[src/rtl/morph_pass_scheduler_platedetection.sv]
// Runs repeated dilate-engine passes over a frame held in two ping-pong banks:
// reset the engine, stream the source bank through it, write results to the other bank, swap.
module morph_pass_scheduler_platedetection #(
  parameter int unsigned DATA_WIDTH      = 64,
  parameter int unsigned NUM_WORDS_FRAME = 4800,
  parameter int unsigned ADDR_WIDTH      = 13,
  parameter int unsigned PASS_WIDTH      = 4,
  parameter int unsigned ENG_RST_CYCLES  = 2,
  parameter int unsigned TIMEOUT_CYCLES  = 1024
) (
  input  logic                  clk,
  input  logic                  i_reset_n,
  input  logic                  i_start,
  input  logic [PASS_WIDTH-1:0] i_num_passes,
  input  logic                  i_src_bank,
  output logic                  o_busy,
  output logic                  o_done,
  output logic                  o_error,
  output logic                  o_result_bank,
  output logic                  o_rd_en,
  output logic                  o_rd_bank,
  output logic [ADDR_WIDTH-1:0] o_rd_addr,
  input  logic [DATA_WIDTH-1:0] i_rd_data,
  output logic                  o_wr_en,
  output logic                  o_wr_bank,
  output logic [ADDR_WIDTH-1:0] o_wr_addr,
  output logic [DATA_WIDTH-1:0] o_wr_data,
  output logic                  o_eng_reset,
  output logic                  o_eng_data_valid,
  output logic [DATA_WIDTH-1:0] o_eng_data,
  input  logic                  i_eng_data_valid,
  input  logic [DATA_WIDTH-1:0] i_eng_data,
  input  logic                  i_eng_end
);

  localparam int unsigned CntW  = ADDR_WIDTH + 1;
  localparam int unsigned RstW  = (ENG_RST_CYCLES > 1) ? $clog2(ENG_RST_CYCLES) : 1;
  localparam int unsigned IdleW = $clog2(TIMEOUT_CYCLES + 1);

  localparam logic [CntW-1:0]       FrameWords = CntW'(NUM_WORDS_FRAME);
  localparam logic [RstW-1:0]       RstLast    = RstW'(ENG_RST_CYCLES - 1);
  localparam logic [IdleW-1:0]      IdleLast   = IdleW'(TIMEOUT_CYCLES - 1);
  localparam logic [IdleW-1:0]      IdleMax    = IdleW'(TIMEOUT_CYCLES);
  localparam logic [PASS_WIDTH-1:0] OnePass    = PASS_WIDTH'(1);

  typedef enum logic [2:0] {
    StIdle,
    StEngRst,
    StFeed,
    StDrain,
    StSwap,
    StDone
  } state_e;

  state_e                state_q;
  logic [PASS_WIDTH-1:0] pass_left_q;
  logic [RstW-1:0]       rst_cnt_q;
  logic [CntW-1:0]       rd_cnt_q;
  logic [CntW-1:0]       wr_cnt_q;
  logic [IdleW-1:0]      idle_cnt_q;

  // Read data already lines up with the delayed valid, so it feeds the engine directly.
  assign o_eng_data = i_rd_data;

  always_ff @(posedge clk) begin
    if (!i_reset_n) begin
      state_q          <= StIdle;
      pass_left_q      <= '0;
      rst_cnt_q        <= '0;
      rd_cnt_q         <= '0;
      wr_cnt_q         <= '0;
      idle_cnt_q       <= '0;
      o_busy           <= 1'b0;
      o_done           <= 1'b0;
      o_error          <= 1'b0;
      o_result_bank    <= 1'b0;
      o_rd_en          <= 1'b0;
      o_rd_bank        <= 1'b0;
      o_rd_addr        <= '0;
      o_wr_en          <= 1'b0;
      o_wr_bank        <= 1'b1;
      o_wr_addr        <= '0;
      o_wr_data        <= '0;
      o_eng_reset      <= 1'b1;
      o_eng_data_valid <= 1'b0;
    end else begin
      o_done           <= 1'b0;
      o_wr_en          <= 1'b0;
      o_eng_data_valid <= o_rd_en;

      // Capture engine output; a word beyond the frame is dropped and flagged.
      if (state_q == StFeed || state_q == StDrain) begin
        if (i_eng_data_valid) begin
          idle_cnt_q <= '0;
          if (wr_cnt_q == FrameWords) begin
            o_error <= 1'b1;
          end else begin
            o_wr_en   <= 1'b1;
            o_wr_addr <= wr_cnt_q[ADDR_WIDTH-1:0];
            o_wr_data <= i_eng_data;
            wr_cnt_q  <= wr_cnt_q + CntW'(1);
          end
        end else if (idle_cnt_q != IdleMax) begin
          idle_cnt_q <= idle_cnt_q + IdleW'(1);
        end
      end

      unique case (state_q)
        StIdle: begin
          o_eng_reset <= 1'b1;
          if (i_start) begin
            o_error     <= 1'b0;
            pass_left_q <= i_num_passes;
            o_rd_bank   <= i_src_bank;
            o_wr_bank   <= ~i_src_bank;
            if (i_num_passes == '0) begin
              o_done        <= 1'b1;
              o_result_bank <= i_src_bank;
            end else begin
              state_q   <= StEngRst;
              o_busy    <= 1'b1;
              rst_cnt_q <= '0;
            end
          end
        end

        StEngRst: begin
          wr_cnt_q   <= '0;
          idle_cnt_q <= '0;
          if (rst_cnt_q == RstLast) begin
            o_eng_reset <= 1'b0;
            o_rd_en     <= 1'b1;
            o_rd_addr   <= '0;
            rd_cnt_q    <= CntW'(1);
            state_q     <= StFeed;
          end else begin
            rd_cnt_q  <= '0;
            rst_cnt_q <= rst_cnt_q + RstW'(1);
          end
        end

        StFeed: begin
          if (rd_cnt_q == FrameWords) begin
            o_rd_en <= 1'b0;
            state_q <= StDrain;
          end else begin
            o_rd_addr <= rd_cnt_q[ADDR_WIDTH-1:0];
            rd_cnt_q  <= rd_cnt_q + CntW'(1);
          end
        end

        StDrain: begin
          if (wr_cnt_q == FrameWords && i_eng_end) begin
            state_q <= StSwap;
          end else if (!i_eng_data_valid && idle_cnt_q >= IdleLast) begin
            // Engine stalled: give up on the frame but still report completion.
            o_error       <= 1'b1;
            o_done        <= 1'b1;
            o_result_bank <= ~o_rd_bank;
            o_eng_reset   <= 1'b1;
            o_busy        <= 1'b0;
            state_q       <= StIdle;
          end
        end

        StSwap: begin
          o_rd_bank   <= ~o_rd_bank;
          o_wr_bank   <= o_rd_bank;
          pass_left_q <= pass_left_q - OnePass;
          o_eng_reset <= 1'b1;
          if (pass_left_q > OnePass) begin
            rst_cnt_q <= '0;
            state_q   <= StEngRst;
          end else begin
            o_done        <= 1'b1;
            o_result_bank <= ~o_rd_bank;
            state_q       <= StDone;
          end
        end

        StDone: begin
          o_busy  <= 1'b0;
          state_q <= StIdle;
        end

        default: state_q <= StIdle;
      endcase
    end
  end

endmodule

[config.mk]
export PLATFORM = sky130hd
export DESIGN_NAME = morph_pass_scheduler_platedetection
export DESIGN_NICKNAME = d
export VERILOG_FILES = /design/src/rtl/morph_pass_scheduler_platedetection.sv
export SDC_FILE = /design/constraint.sdc
export NUM_CORES = 1
export LEC_CHECK = 0
export BUFFER_PORTS_ARGS = -buffer_cell sky130_fd_sc_hd__buf_2
export CAP_MARGIN = 40
export CORE_MARGIN = 10
export CORE_UTILIZATION = 23
export DETAILED_ROUTE_END_ITERATION = 10
export HOLD_SLACK_MARGIN = 0.05
export PLACE_DENSITY = 0.49
export SYNTH_ARGS = -nofsm -noshare
export SYNTH_HDL_FRONTEND = slang
export SYNTH_SLANG_ARGS = --single-unit
[constraint.sdc]
create_clock -name clk -period 2.4 [get_ports clk]
set_input_delay 0.24 -clock clk [delete_from_list [all_inputs] [get_ports clk]]
set_output_delay 0.24 -clock clk [all_outputs]
set_load 0.05 [all_outputs]
==> load_flow_metrics.sql, run 1 <==
INSERT INTO impl_metrics (metric_group, metric, value, unit) VALUES
('route', 'via_per_inst', '4.17', ''),
('power_and_ir_drop', 'irDropWorstVdd', '465', 'uV'),
('logic_synthesis', 'synth-compound-area-share', '14.8', '%'),
('floorplan', 'boundaryPins', '302', ''),
('logic_synthesis', 'synth_area_leaders', 'sky130_fd_sc_hd__dfxtp_1 44%, sky130_fd_sc_hd__nand2_1 9.9%, sky130_fd_sc_hd__buf_4 7.9%, sky130_fd_sc_hd__a21boi_0 6.7%, sky130_fd_sc_hd__nor2_1 3.1%', ''),
('clocking', 'cts.sinks', '147', ''),
('critical_path', 'start_kind', 'register', ''),
('timing', 'tns', '0', 'ns'),
('floorplan', 'die_x', '191', 'um'),
('timing', 'fin_worst_skew', '0.0121', 'ns'),
('floorplan', 'floorplan.rows', '62', ''),
('critical_path', 'reg2reg_from', 'wr_cnt_q[3]$_SDFFE_PP0P_', ''),
('route', 'avgRoutedWirePerCell', '14.4', 'um'),
('timing', 'clock.fmax', '470', 'MHz'),
('clocking', 'tritoncts', 'done', ''),
('logic_synthesis', 'syn_nets', '933', ''),
('route', 'firstDrtPassIters', '4', ''),
('timing', 'timing.final.setup_violations', '0', ''),
('global_routing', 'global_route.overflow_total', '0', ''),
('clocking', 'numCtsBuffers', '17', ''),
('route', 'drc', '0', ''),
('min_path', 'hold_path.class', 'primary input to register', ''),
('clocking', 'clock_tree.buffer_depth', '2', ''),
('global_routing', 'grt_pass1_wl', '30.5', 'mm'),
('place', 'detailedPlace.worstSlack', '0.243', 'ns'),
('critical_path', 'rr_worst_depth', '5', ''),
('logic_synthesis', 'number_of_instances_in_the_synthesized_netlist', '787', ''),
('finish', 'multi_input_gate_area_in_the_final_layout', '0.00311', 'sq mm'),
('timing', 'slew_at_the_pin_closest_to_its_max_slew_limit', '0.793', 'ns'),
('timing', 'timing_hold_violations_final', '0', ''),
('min_path', 'hold_end', 'o_wr_data[62]$_SDFFE_PN0P_', ''),
('logic_synthesis', 'synth-warning-count', '0', ''),
('route', 'routed_wl', '19.3', 'mm'),
('logic_synthesis', 'synth.lib_cells_used.distinct', '58', ''),
('route', 'routed-via-count', '5593', ''),
('finish', 'flow.area_growth_from_synthesis', '29.4', '%'),
('timing', 'layout_worst_path_cycle_share', '88.7', '%'),
('flow_run', 'timing.max_cap.violations', '0', ''),
('critical_path', 'cp.required', '2.72', 'ns'),
('logic_synthesis', 'synth_seq_cells', '147', ''),
('route', 'postRouteAntennaNets', '0', ''),
('place', 'gp_congestion', '0.771', ''),
('finish', 'final_cell_mix', '179 x sky130_fd_sc_hd__nand2_1, 173 x sky130_fd_sc_hd__buf_2, 147 x sky130_fd_sc_hd__dfxtp_1', ''),
('logic_synthesis', 'synth.cell_area', '0.00676', 'sq mm'),
('floorplan', 'initial_utilization', '23.4', '%'),
('clocking', 'htreeDepth', '4', ''),
('logic_synthesis', 'syn_area_per_cell', '8.58', 'sq um'),
('global_routing', 'first_global_vias', '5593', ''),
('logic_synthesis', 'yosys.area_share.adder', '1.48', '%'),
('logic_synthesis', 'ys_seq_area_share', '43.6', '%'),
('critical_path', 'worst-endpoint-arrival', '2.45', 'ns'),
('logic_synthesis', 'post_synth_xor_area_fraction', '4.41', '%'),
('finish', 'commonest_non_fill_non_tap_cell_in_the_layout', 'sky130_fd_sc_hd__nand2_1', ''),
('floorplan', 'coreArea', '0.0289', 'sq mm'),
('logic_synthesis', 'synth_simple_gate_area_share', '24.8', '%'),
('global_routing', 'grtUsageMet3', '4.08', '%'),
('timing', 'timing.final.crit_period', '2.13', 'ns'),
('logic_synthesis', 'number_of_flops_mapped_to_enable_cells_by_yosys', '0', ''),
('min_path', 'hold_start', 'i_eng_data[62]', ''),
('floorplan', 'fp.dieArea', '0.0366', 'sq mm'),
('clocking', 'clk_transition_reported_paths', '0.07', 'ns'),
('route', 'initialDrtViolationCount', '260', ''),
('global_routing', 'grt_use_met2', '16.7', '%'),
('power_and_ir_drop', 'static-leakage-power', '3.48', 'nW'),
('clocking', 'cts_root_buffer', 'sky130_fd_sc_hd__clkbuf_16', ''),
('status', 'run_status', 'complete, no violations', ''),
('critical_path', 'rrSetupSlack', '0.27', 'ns'),
('timing', 'report.final.slew_viol_count', '0', ''),
('power_and_ir_drop', 'cellPowerDensity', '787', 'mW/mm^2'),
('logic_synthesis', 'top_cell_type_by_total_area_after_synthesis', 'sky130_fd_sc_hd__dfxtp_1', ''),
('place', 'dp_hpwl', '13.9', 'mm');
[cell families after synthesis]
kind of cell	after synthesis
and+or+nand+nor	348
DFF	147
AOI/OAI and AO/OA	134
buffers and inverters	114
xor gates and xnor gates	34
adders and majority gates	8
muxes	2
[how the worst max path moves through the flow]
stage,startpoint,to,slack [ns],depth (start not counted)
after floorplan,wr_cnt_q[3]$_SDFFE_PP0P_,o_wr_data[42]$_SDFFE_PN0P_,0.35,8
after global placement,wr_cnt_q[3]$_SDFFE_PP0P_,o_done$_SDFF_PN0_,0.27,5
after detailed placement,wr_cnt_q[3]$_SDFFE_PP0P_,o_done$_SDFF_PN0_,0.24,5
after CTS,wr_cnt_q[3]$_SDFFE_PP0P_,o_done$_SDFF_PN0_,0.25,5
after global routing,rd_cnt_q[3]$_SDFFE_PN0P_,o_rd_addr[7]$_SDFFE_PN0P_,0.13,6
final,wr_cnt_q[3]$_SDFFE_PP0P_,o_done$_SDFF_PN0_,0.27,5
[layout make-up]
class,instances,area share (%)
clock inverter,13,2.26
sequential,147,33.7
timing repair buffer,240,17.5
inverter,11,0.472
multi-input combinational,526,35.5
clock buffer,19,5.07
tap,384,5.50
[worst max-delay path, stage by stage (launching register included)]
cell	delay, ns
sky130_fd_sc_hd__dfxtp_1	0.36
sky130_fd_sc_hd__or4b_4	0.57
sky130_fd_sc_hd__or4_1	0.63
sky130_fd_sc_hd__nand2_1	0.15
sky130_fd_sc_hd__o21ai_0	0.14
sky130_fd_sc_hd__and2_1	0.18
[per-layer routing]
| layer | wire length (um) | share of wire, % |
|---|---|---|
| met4 | 248 | 1.3 |
| met1 | 8710 | 45 |
| met5 | 13 | 0.067 |
| met2 | 8720 | 45 |
| met3 | 1570 | 8.1 |
[timing repair]
item                                    CTS  global route
endpoints found under the setup margin    0             0
hold buffers                             40             0
buffers inserted                          0             0
endpoints found under the hold margin    40             0
resized for setup                         0             0
[sequential cells by signal (all words and copies together) (netlist names)]
name and count:
idle_cnt_q 11, o_busy 1, o_done 1, o_eng_data_valid 1
o_eng_reset 1, o_error 1, o_rd_addr 13, o_rd_bank 1
o_rd_en 1, o_result_bank 1, o_wr_addr 13, o_wr_bank 1
o_wr_data 64, o_wr_en 1, pass_left_q 4, rd_cnt_q 14
rst_cnt_q 1, state_q 3, wr_cnt_q 14
[power breakdown]
| group | total [mW] | switching [mW] | internal (mW) | leakage, nW |
|---|---|---|---|---|
| Clock | 2.91 | 1.12 | 1.79 | 0.303 |
| Sequential | 2.66 | 0.0986 | 2.56 | 1.19 |
| Combinational | 1.31 | 0.860 | 0.447 | 1.99 |
| Total | 6.88 | 2.08 | 4.80 | 3.48 |
[cell usage after synthesis, drive strengths merged (3+ instances only)]
library cell / instances
nand4: 10
xnor2: 18
nand3: 13
nor3b: 4
a22oi: 8
o211ai: 3
nor2: 55
nand2b: 5
nor2b: 16
inv: 11
nor4b: 3
nand2: 189
and4: 11
and2: 7
or4b: 3
xor2: 16
ha: 8
nor3: 6
nor4: 3
or4: 7
nand3b: 5
and3: 4
buf: 75
o21ai: 10
a21boi: 81
dfxtp: 147
clkbuf: 28
a21oi: 17
[through the flow]
stage / hold WS [ns] / cells / area, sq um / utilization, %
4_1_cts: 0.0518 / 1340 / 8740 / 30.3
6_report: 0.0736 / 1340 / 8740 / 30.3
3_5_place_dp: 0.442 / 1268 / 7700 / 26.7
2_1_floorplan: 0.375 / 787 / 6760 / -
5_1_grt: 0.0574 / 1340 / 8740 / 30.3
3_3_place_gp: 0.439 / 1268 / 7700 / 26.7
No activity file was read; power rests on OpenSTA's default activity.
==> run 2, diff against run 1 <==
--- a/config.mk
+++ b/config.mk
@@ -11,6 +11,7 @@
 export CORE_UTILIZATION = 23
 export DETAILED_ROUTE_END_ITERATION = 10
 export HOLD_SLACK_MARGIN = 0.05
+export MAX_ROUTING_LAYER = met4
 export PLACE_DENSITY = 0.49
 export SYNTH_ARGS = -nofsm -noshare
 export SYNTH_HDL_FRONTEND = slang
==> run 2 against run 1 <==
  * Register-to-register slack hardly changed
  * Flip-flop and latch count stayed put
  * Wire length hardly changed
  * Maximum frequency is 0.31% lower
  * Clock power hardly changed
  * Combinational power hardly changed
  * Worst setup slack worse by 0.0066 ns
  * Die area stayed put
  * Sequential share of layout area hardly changed
  * Clock-buffer cell count stayed put
==> load_flow_metrics.sql, run 2 (synthesis results as in run 1) <==
INSERT INTO impl_metrics (metric_group, metric, value, unit) VALUES
('min_path', 'worstHoldPathCells', '3', ''),
('route', 'routed-via-count', '5593', ''),
('critical_path', 'reg2reg_from', 'wr_cnt_q[3]$_SDFFE_PP0P_', ''),
('clocking', 'htreeDepth', '4', ''),
('finish', 'flow.area_growth_from_synthesis', '29.4', '%'),
('critical_path', 'worst-endpoint-arrival', '2.45', 'ns'),
('clocking', 'clkLatencyLatePin', '0.42', 'ns'),
('global_routing', 'global_route.overflow_total', '0', ''),
('finish', 'final_cell_mix', '179 x sky130_fd_sc_hd__nand2_1, 173 x sky130_fd_sc_hd__buf_2, 147 x sky130_fd_sc_hd__dfxtp_1', ''),
('min_path', 'hold_end', 'o_wr_data[7]$_SDFFE_PN0P_', ''),
('timing', 'timing.final.crit_period', '2.14', 'ns'),
('route', 'initialDrtViolationCount', '245', ''),
('finish', 'largest_registers', 'o_wr_data x64, rd_cnt_q x14, wr_cnt_q x14', ''),
('clocking', 'cts_root_buffer', 'sky130_fd_sc_hd__clkbuf_16', ''),
('finish', 'max_ffs_per_register', '64', ''),
('timing', 'layout_worst_path_cycle_share', '89.0', '%'),
('min_path', 'hold_start', 'i_eng_data[7]', ''),
('global_routing', 'grt_pass1_wl', '30.5', 'mm'),
('power_and_ir_drop', 'cellPowerDensity', '786', 'mW/mm^2'),
('place', 'dp_hpwl', '13.9', 'mm'),
('critical_path', 'worstPathCellList', 'or4b_4 > or4_1 > nand2_1 > o21ai_0 > and2_1', ''),
('route', 'via_per_inst', '4.17', ''),
('floorplan', 'coreArea', '0.0289', 'sq mm'),
('finish', 'finish.net_count', '1089', ''),
('floorplan', 'floorplan.rows', '62', ''),
('floorplan', 'initial_utilization', '23.4', '%'),
('clocking', 'number_of_setup_buffers_added_after_cts', '0', ''),
('timing', 'report.final.slew_viol_count', '0', ''),
('timing', 'slew_at_the_pin_closest_to_its_max_slew_limit', '0.777', 'ns'),
('clocking', 'numCtsBuffers', '17', ''),
('timing', 'worst_slew_margin_rel', '48.1', '%'),
('global_routing', 'all_layer_gr_usage', '10.7', '%'),
('critical_path', 'cp.required', '2.71', 'ns'),
('min_path', 'hold_path.class', 'primary input to register', ''),
('power_and_ir_drop', 'static-leakage-power', '3.48', 'nW'),
('route', 'routed_wl', '19.3', 'mm'),
('critical_path', 'destination_of_the_worst_register_to_register_timing_path', 'o_done$_SDFF_PN0_', ''),
('floorplan', 'die_x', '191', 'um'),
('critical_path', 'setup.worst_path.class', 'register to register', ''),
('finish', 'largest_register', 'o_wr_data', ''),
('route', 'avgRoutedWirePerCell', '14.4', 'um'),
('finish', 'layout_cells_sized_above_1', '27.5', '%'),
('finish', 'commonest_non_fill_non_tap_cell_in_the_layout', 'sky130_fd_sc_hd__nand2_1', ''),
('clocking', 'cts.sinks', '147', ''),
('critical_path', 'cp-end-kind', 'register', ''),
('place', 'port-buffer-count', '173', ''),
('floorplan', 'boundaryPins', '302', ''),
('place', 'gp_congestion', '0.780', ''),
('finish', 'multi_input_gate_area_in_the_final_layout', '0.00311', 'sq mm'),
('clocking', 'clk_transition_reported_paths', '0.07', 'ns'),
('status', 'run_status', 'complete, no violations', ''),
('global_routing', 'first_global_vias', '5590', ''),
('floorplan', 'die_h', '191', 'um'),
('finish', 'layout.filler_cells', '3121', ''),
('finish', 'sequential_cell_area', '0.00294', 'sq mm'),
('finish', 'final_standard_cell_utilization_of_the_core', '30.3', '%'),
('route', 'drc', '0', ''),
('critical_path', 'critical_path.slowest_cell', 'sky130_fd_sc_hd__or4_1', ''),
('global_routing', 'antenna_violations_before_repair', '1', ''),
('route', 'firstDrtPassIters', '4', ''),
('timing', 'tns', '0', 'ns'),
('timing', 'timing_hold_violations_final', '0', ''),
('power_and_ir_drop', 'irDropWorstVdd', '458', 'uV'),
('timing', 'clock.fmax', '468', 'MHz'),
('critical_path', 'rr_worst_depth', '5', ''),
('global_routing', 'grt_start_max_net_pins', '46', ''),
('clocking', 'clock_tree.buffer_depth', '2', ''),
('critical_path', 'rrSetupSlack', '0.26', 'ns'),
('timing', 'fin_worst_skew', '0.0130', 'ns'),
('critical_path', 'critPathMaxFanout', '6', ''),
('flow_run', 'timing.max_cap.violations', '0', ''),
('critical_path', 'critPathMaxStageDelay', '0.63', 'ns'),
('clocking', 'tritoncts', 'done', ''),
('route', 'postRouteAntennaNets', '0', ''),
('timing', 'timing.final.setup_violations', '0', ''),
('floorplan', 'fp.dieArea', '0.0366', 'sq mm'),
('timing', 'grt_setup_unrepaired', 'no', ''),
('critical_path', 'start_kind', 'register', '');
==> run 2: repair_timing <==
action	CTS	global route
setup endpoints to repair	0	0
hold buffers	40	0
resized for setup	0	0
endpoints found under the hold margin	40	0
==> run 2: worst max-delay path, delay by kind of cell, from the launching register on <==
kind               cells  cell delay (ns)
AOI/OAI and AO/OA      1             0.14
DFF                    1             0.36
and+or+nand+nor        4             1.53
==> run 2: worst max path at each step <==
stage / start / to / slack (ns)
after floorplan: wr_cnt_q[3]$_SDFFE_PP0P_ / o_wr_data[42]$_SDFFE_PN0P_ / 0.35
after detailed placement: wr_cnt_q[3]$_SDFFE_PP0P_ / o_done$_SDFF_PN0_ / 0.24
after CTS: wr_cnt_q[3]$_SDFFE_PP0P_ / o_done$_SDFF_PN0_ / 0.25
after global routing: rd_cnt_q[3]$_SDFFE_PN0P_ / o_rd_addr[7]$_SDFFE_PN0P_ / 0.13
final: wr_cnt_q[3]$_SDFFE_PP0P_ / o_done$_SDFF_PN0_ / 0.26
after global placement: wr_cnt_q[3]$_SDFFE_PP0P_ / o_done$_SDFF_PN0_ / 0.27
==> run 2: layout make-up <==
| type | instances | area share, % |
|---|---|---|
| clock inverter | 13 | 2.26 |
| inverter | 11 | 0.472 |
| sequential | 147 | 33.7 |
| antenna | 1 | 0.0286 |
| timing repair buffer | 240 | 17.5 |
| clock buffer | 19 | 5.07 |
| tap | 384 | 5.49 |
| multi-input combinational | 526 | 35.5 |
==> run 2: metrics by stage <==
stage          cell area [sq um]  cells  hold WS, ns  power, mW  setup slack, ns
3_3_place_gp                7700   1268        0.439       4.00            0.270
6_report                    8740   1341       0.0768       6.88            0.264
3_5_place_dp                7700   1268        0.442       3.99            0.243
2_1_floorplan               6760    787        0.375       3.84            0.348
4_1_cts                     8740   1340       0.0518       7.01            0.246
5_1_grt                     8740   1341       0.0566       7.23            0.129
==> run 2: per-layer routing <==
| metal | wire length, um | global-route usage (%) |
|---|---|---|
| met1 | 8860 | 12.6 |
| met4 | 196 | 3.55 |
| met3 | 1410 | 3.88 |
| met5 | 0 | - |
| met2 | 8800 | 16.7 |
==> run 2: report_power, final <==
group          leakage, nW  switching [mW]  internal (mW)  total, mW
Sequential            1.19          0.0997           2.56       2.66
Combinational         1.99           0.861          0.447       1.31
Clock                0.303            1.12           1.79       2.91
==> run 3, diff against run 2 <==
--- a/config.mk
+++ b/config.mk
@@ -8,11 +8,11 @@
 export BUFFER_PORTS_ARGS = -buffer_cell sky130_fd_sc_hd__buf_2
 export CAP_MARGIN = 40
 export CORE_MARGIN = 10
-export CORE_UTILIZATION = 23
+export CORE_UTILIZATION = 45
 export DETAILED_ROUTE_END_ITERATION = 10
 export HOLD_SLACK_MARGIN = 0.05
 export MAX_ROUTING_LAYER = met4
-export PLACE_DENSITY = 0.49
+export PLACE_DENSITY = 0.81
 export SYNTH_ARGS = -nofsm -noshare
 export SYNTH_HDL_FRONTEND = slang
 export SYNTH_SLANG_ARGS = --single-unit
==> run 3 against run 2 <==
  * Register-to-register slack lost 0.15 ns
  * Worst setup slack got worse by 0.15 ns
  * Sequential share of layout area is 2.7 points higher
  * Design area is 7.3% lower
  * Critical path type unchanged
  * Critical endpoint is now o_rd_addr[11]$_SDFFE_PN0P_
  * Largest power group unchanged
==> load_flow_metrics.sql, run 3 (synthesis results as in run 1) <==
INSERT INTO impl_metrics (metric_group, metric, value, unit) VALUES
('floorplan', 'fp.dieArea', '0.0203', 'sq mm'),
('finish', 'finish.net_count', '1051', ''),
('critical_path', 'cp-end-kind', 'register', ''),
('finish', 'layout_cells_sized_above_1', '28.2', '%'),
('clocking', 'tritoncts', 'done', ''),
('global_routing', 'global_route.overflow_total', '0', ''),
('floorplan', 'floorplan.rows', '44', ''),
('timing', 'report.final.slew_viol_count', '0', ''),
('power_and_ir_drop', 'static-leakage-power', '3.32', 'nW'),
('finish', 'final_cell_mix', '179 x sky130_fd_sc_hd__nand2_1, 173 x sky130_fd_sc_hd__buf_2, 147 x sky130_fd_sc_hd__dfxtp_1', ''),
('power_and_ir_drop', 'internal_power', '4.64', 'mW'),
('timing', 'fin_worst_skew', '0.00578', 'ns'),
('clocking', 'clk_transition_reported_paths', '0.06', 'ns'),
('place', 'gp_congestion', '0.880', ''),
('critical_path', 'cp.required', '2.75', 'ns'),
('floorplan', 'initial_utilization', '46.1', '%'),
('critical_path', 'setup.worst_path.class', 'register to register', ''),
('route', 'route.top_layer_used', 'met4', ''),
('route', 'postRouteAntennaNets', '0', ''),
('timing', 'slew_at_the_pin_closest_to_its_max_slew_limit', '0.747', 'ns'),
('critical_path', 'critPathTopFamily', 'simple AND/OR/NAND/NOR gates', ''),
('timing', 'timing_hold_violations_final', '0', ''),
('critical_path', 'worstPathCellList', 'or4b_1 > or4_4 > a21oi_2 > buf_4 > a22oi_1 > nor2b_1', ''),
('place', 'numPlacedInstances', '1063', ''),
('min_path', 'hold_start', 'i_eng_data[59]', ''),
('timing', 'timing.final.crit_period', '2.29', 'ns'),
('timing', 'tns', '0', 'ns'),
('route', 'initialDrtViolationCount', '270', ''),
('route', 'routed_wl', '17.1', 'mm'),
('timing', 'worst_hold_slack', '0.0655', 'ns'),
('global_routing', 'first_global_vias', '5232', ''),
('critical_path', 'reg2reg_from', 'rd_cnt_q[3]$_SDFFE_PN0P_', ''),
('timing', 'layout_worst_path_cycle_share', '95.4', '%'),
('route', 'routed-via-count', '5529', ''),
('finish', 'largest_registers', 'o_wr_data x64, rd_cnt_q x14, wr_cnt_q x14', ''),
('power_and_ir_drop', 'cellPowerDensity', '815', 'mW/mm^2'),
('power_and_ir_drop', 'power_frac_comb', '18.5', '%'),
('clocking', 'clkLatencyLatePin', '0.42', 'ns'),
('critical_path', 'worst-endpoint-arrival', '2.64', 'ns'),
('power_and_ir_drop', 'irDropWorstVdd', '575', 'uV'),
('critical_path', 'start_kind', 'register', ''),
('flow_run', 'timing.max_cap.violations', '0', ''),
('critical_path', 'critPathMaxStageDelay', '0.62', 'ns'),
('power_and_ir_drop', 'power.share.switching', '29.7', '%'),
('timing', 'timing.final.setup_violations', '0', ''),
('place', 'post_dp_cell_area', '0.00740', 'sq mm'),
('place', 'dp_hpwl', '12.2', 'mm'),
('floorplan', 'boundaryPins', '302', ''),
('global_routing', 'antenna_violations_before_repair', '1', ''),
('critical_path', 'path_buf_inv', '1', ''),
('floorplan', 'die_x', '143', 'um'),
('route', 'drc', '0', ''),
('clocking', 'cts_root_buffer', 'sky130_fd_sc_hd__clkbuf_16', ''),
('finish', 'post-route-cell-area', '0.00810', 'sq mm'),
('critical_path', 'critPathMaxFanout', '13', ''),
('clocking', 'htreeDepth', '4', ''),
('route', 'met1_length', '7.35', 'mm'),
('finish', 'largest_register', 'o_wr_data', ''),
('timing', 'worst_slew_margin_rel', '50.0', '%'),
('power_and_ir_drop', 'net-switching-power', '1.96', 'mW'),
('status', 'run_status', 'complete, no violations', ''),
('route', 'firstDrtPassIters', '5', ''),
('clocking', 'cts.sinks', '147', ''),
('floorplan', 'die_h', '143', 'um'),
('route', 'avgRoutedWirePerCell', '15.5', 'um'),
('finish', 'max_ffs_per_register', '64', ''),
('power_and_ir_drop', 'p_seq_share', '40.3', '%'),
('route', 'routed-wl-met2', '8.27', 'mm'),
('timing', 'clock.fmax', '437', 'MHz'),
('timing', 'grt_setup_unrepaired', 'no', ''),
('power_and_ir_drop', 'share_clk_of_total_power', '41.3', '%'),
('global_routing', 'grt_pass1_wl', '26.5', 'mm'),
('clocking', 'numCtsBuffers', '17', ''),
('finish', 'commonest_non_fill_non_tap_cell_in_the_layout', 'sky130_fd_sc_hd__nand2_1', ''),
('global_routing', 'grt_start_max_net_pins', '108', ''),
('place', 'detailedPlace.worstSlack', '0.0956', 'ns'),
('clocking', 'number_of_setup_buffers_added_after_cts', '0', ''),
('critical_path', 'cp-startpoint', 'rd_cnt_q[3]$_SDFFE_PN0P_', ''),
('finish', 'fin_cells', '1103', ''),
('min_path', 'hold_path.class', 'primary input to register', ''),
('finish', 'flow.area_growth_from_synthesis', '19.9', '%'),
('place', 'port-buffer-count', '173', ''),
('floorplan', 'coreArea', '0.0146', 'sq mm'),
('timing', 'final_critical_path_setup_slack', '0.110', 'ns'),
('route', 'wl_met3', '1.14', 'mm'),
('clocking', 'clock_tree.buffer_depth', '2', ''),
('finish', 'layout.filler_cells', '1328', ''),
('critical_path', 'critical_path.slowest_cell', 'sky130_fd_sc_hd__or4_4', ''),
('route', 'via_per_inst', '5.01', ''),
('global_routing', 'all_layer_gr_usage', '16.5', '%');
run 3: final cells by class:
cell class                      count  area [sq um]  share of cell area (%)
Multi-Input combinational cell    526          3100                    38.3
Sequential cell                   147          2940                    36.3
Timing Repair Buffer              202          1170                    14.5
Clock buffer                       20           457                    5.64
Tap cell                          184           230                    2.84
Clock inverter                     12           155                    1.91
Inverter                           11          41.3                   0.510
Antenna cell                        1          2.50                  0.0309
run 3: repair_timing:
item                                    CTS  global route
gates resized for setup                   0             1
endpoints found under the setup margin    0            35
hold buffers                              6             0
hold endpoints to repair                  6             0
run 3: routing by layer:
metal / track usage [%] / up-vias
met5: - / -
met3: 6.24 / 32
met1: 17.9 / 2537
li1: - / 2804
met2: 26.9 / 156
met4: 6.35 / 0
run 3: per-stage QoR:
stage | util, % | power [mW]
3_5_place_dp | 50.5 | 3.91
2_1_floorplan | - | 3.84
5_1_grt | 55.3 | 6.88
3_3_place_gp | 50.4 | 3.89
4_1_cts | 55.1 | 6.66
6_report | 55.3 | 6.60
run 3: worst reg2reg max path, delay by kind of cell, from the launching register on:
kind / cells / cell delay [ns]
and+or+nand+nor: 3 / 1.28
buffers and inverters: 1 / 0.23
DFF: 1 / 0.36
AOI/OAI and AO/OA: 2 / 0.36
run 3: power by group through the flow:
stage	clock (mW)	combinational [mW]	sequential, mW
2_1_floorplan	0	0.868	2.97
5_1_grt	2.87	1.33	2.67
4_1_cts	2.78	1.21	2.66
3_5_place_dp	0	1.20	2.71
3_3_place_gp	0	1.18	2.71
6_report	2.73	1.22	2.66
run 3: worst paths after layout:
path / to / slack (ns) / depth (start not counted)
min: o_wr_data[59]$_SDFFE_PN0P_ / 0.07 / 3
max reg2reg: o_rd_addr[11]$_SDFFE_PN0P_ / 0.11 / 6
max: o_rd_addr[11]$_SDFFE_PN0P_ / 0.11 / 6
min reg2reg: o_wr_data[57]$_SDFFE_PN0P_ / 0.45 / 2
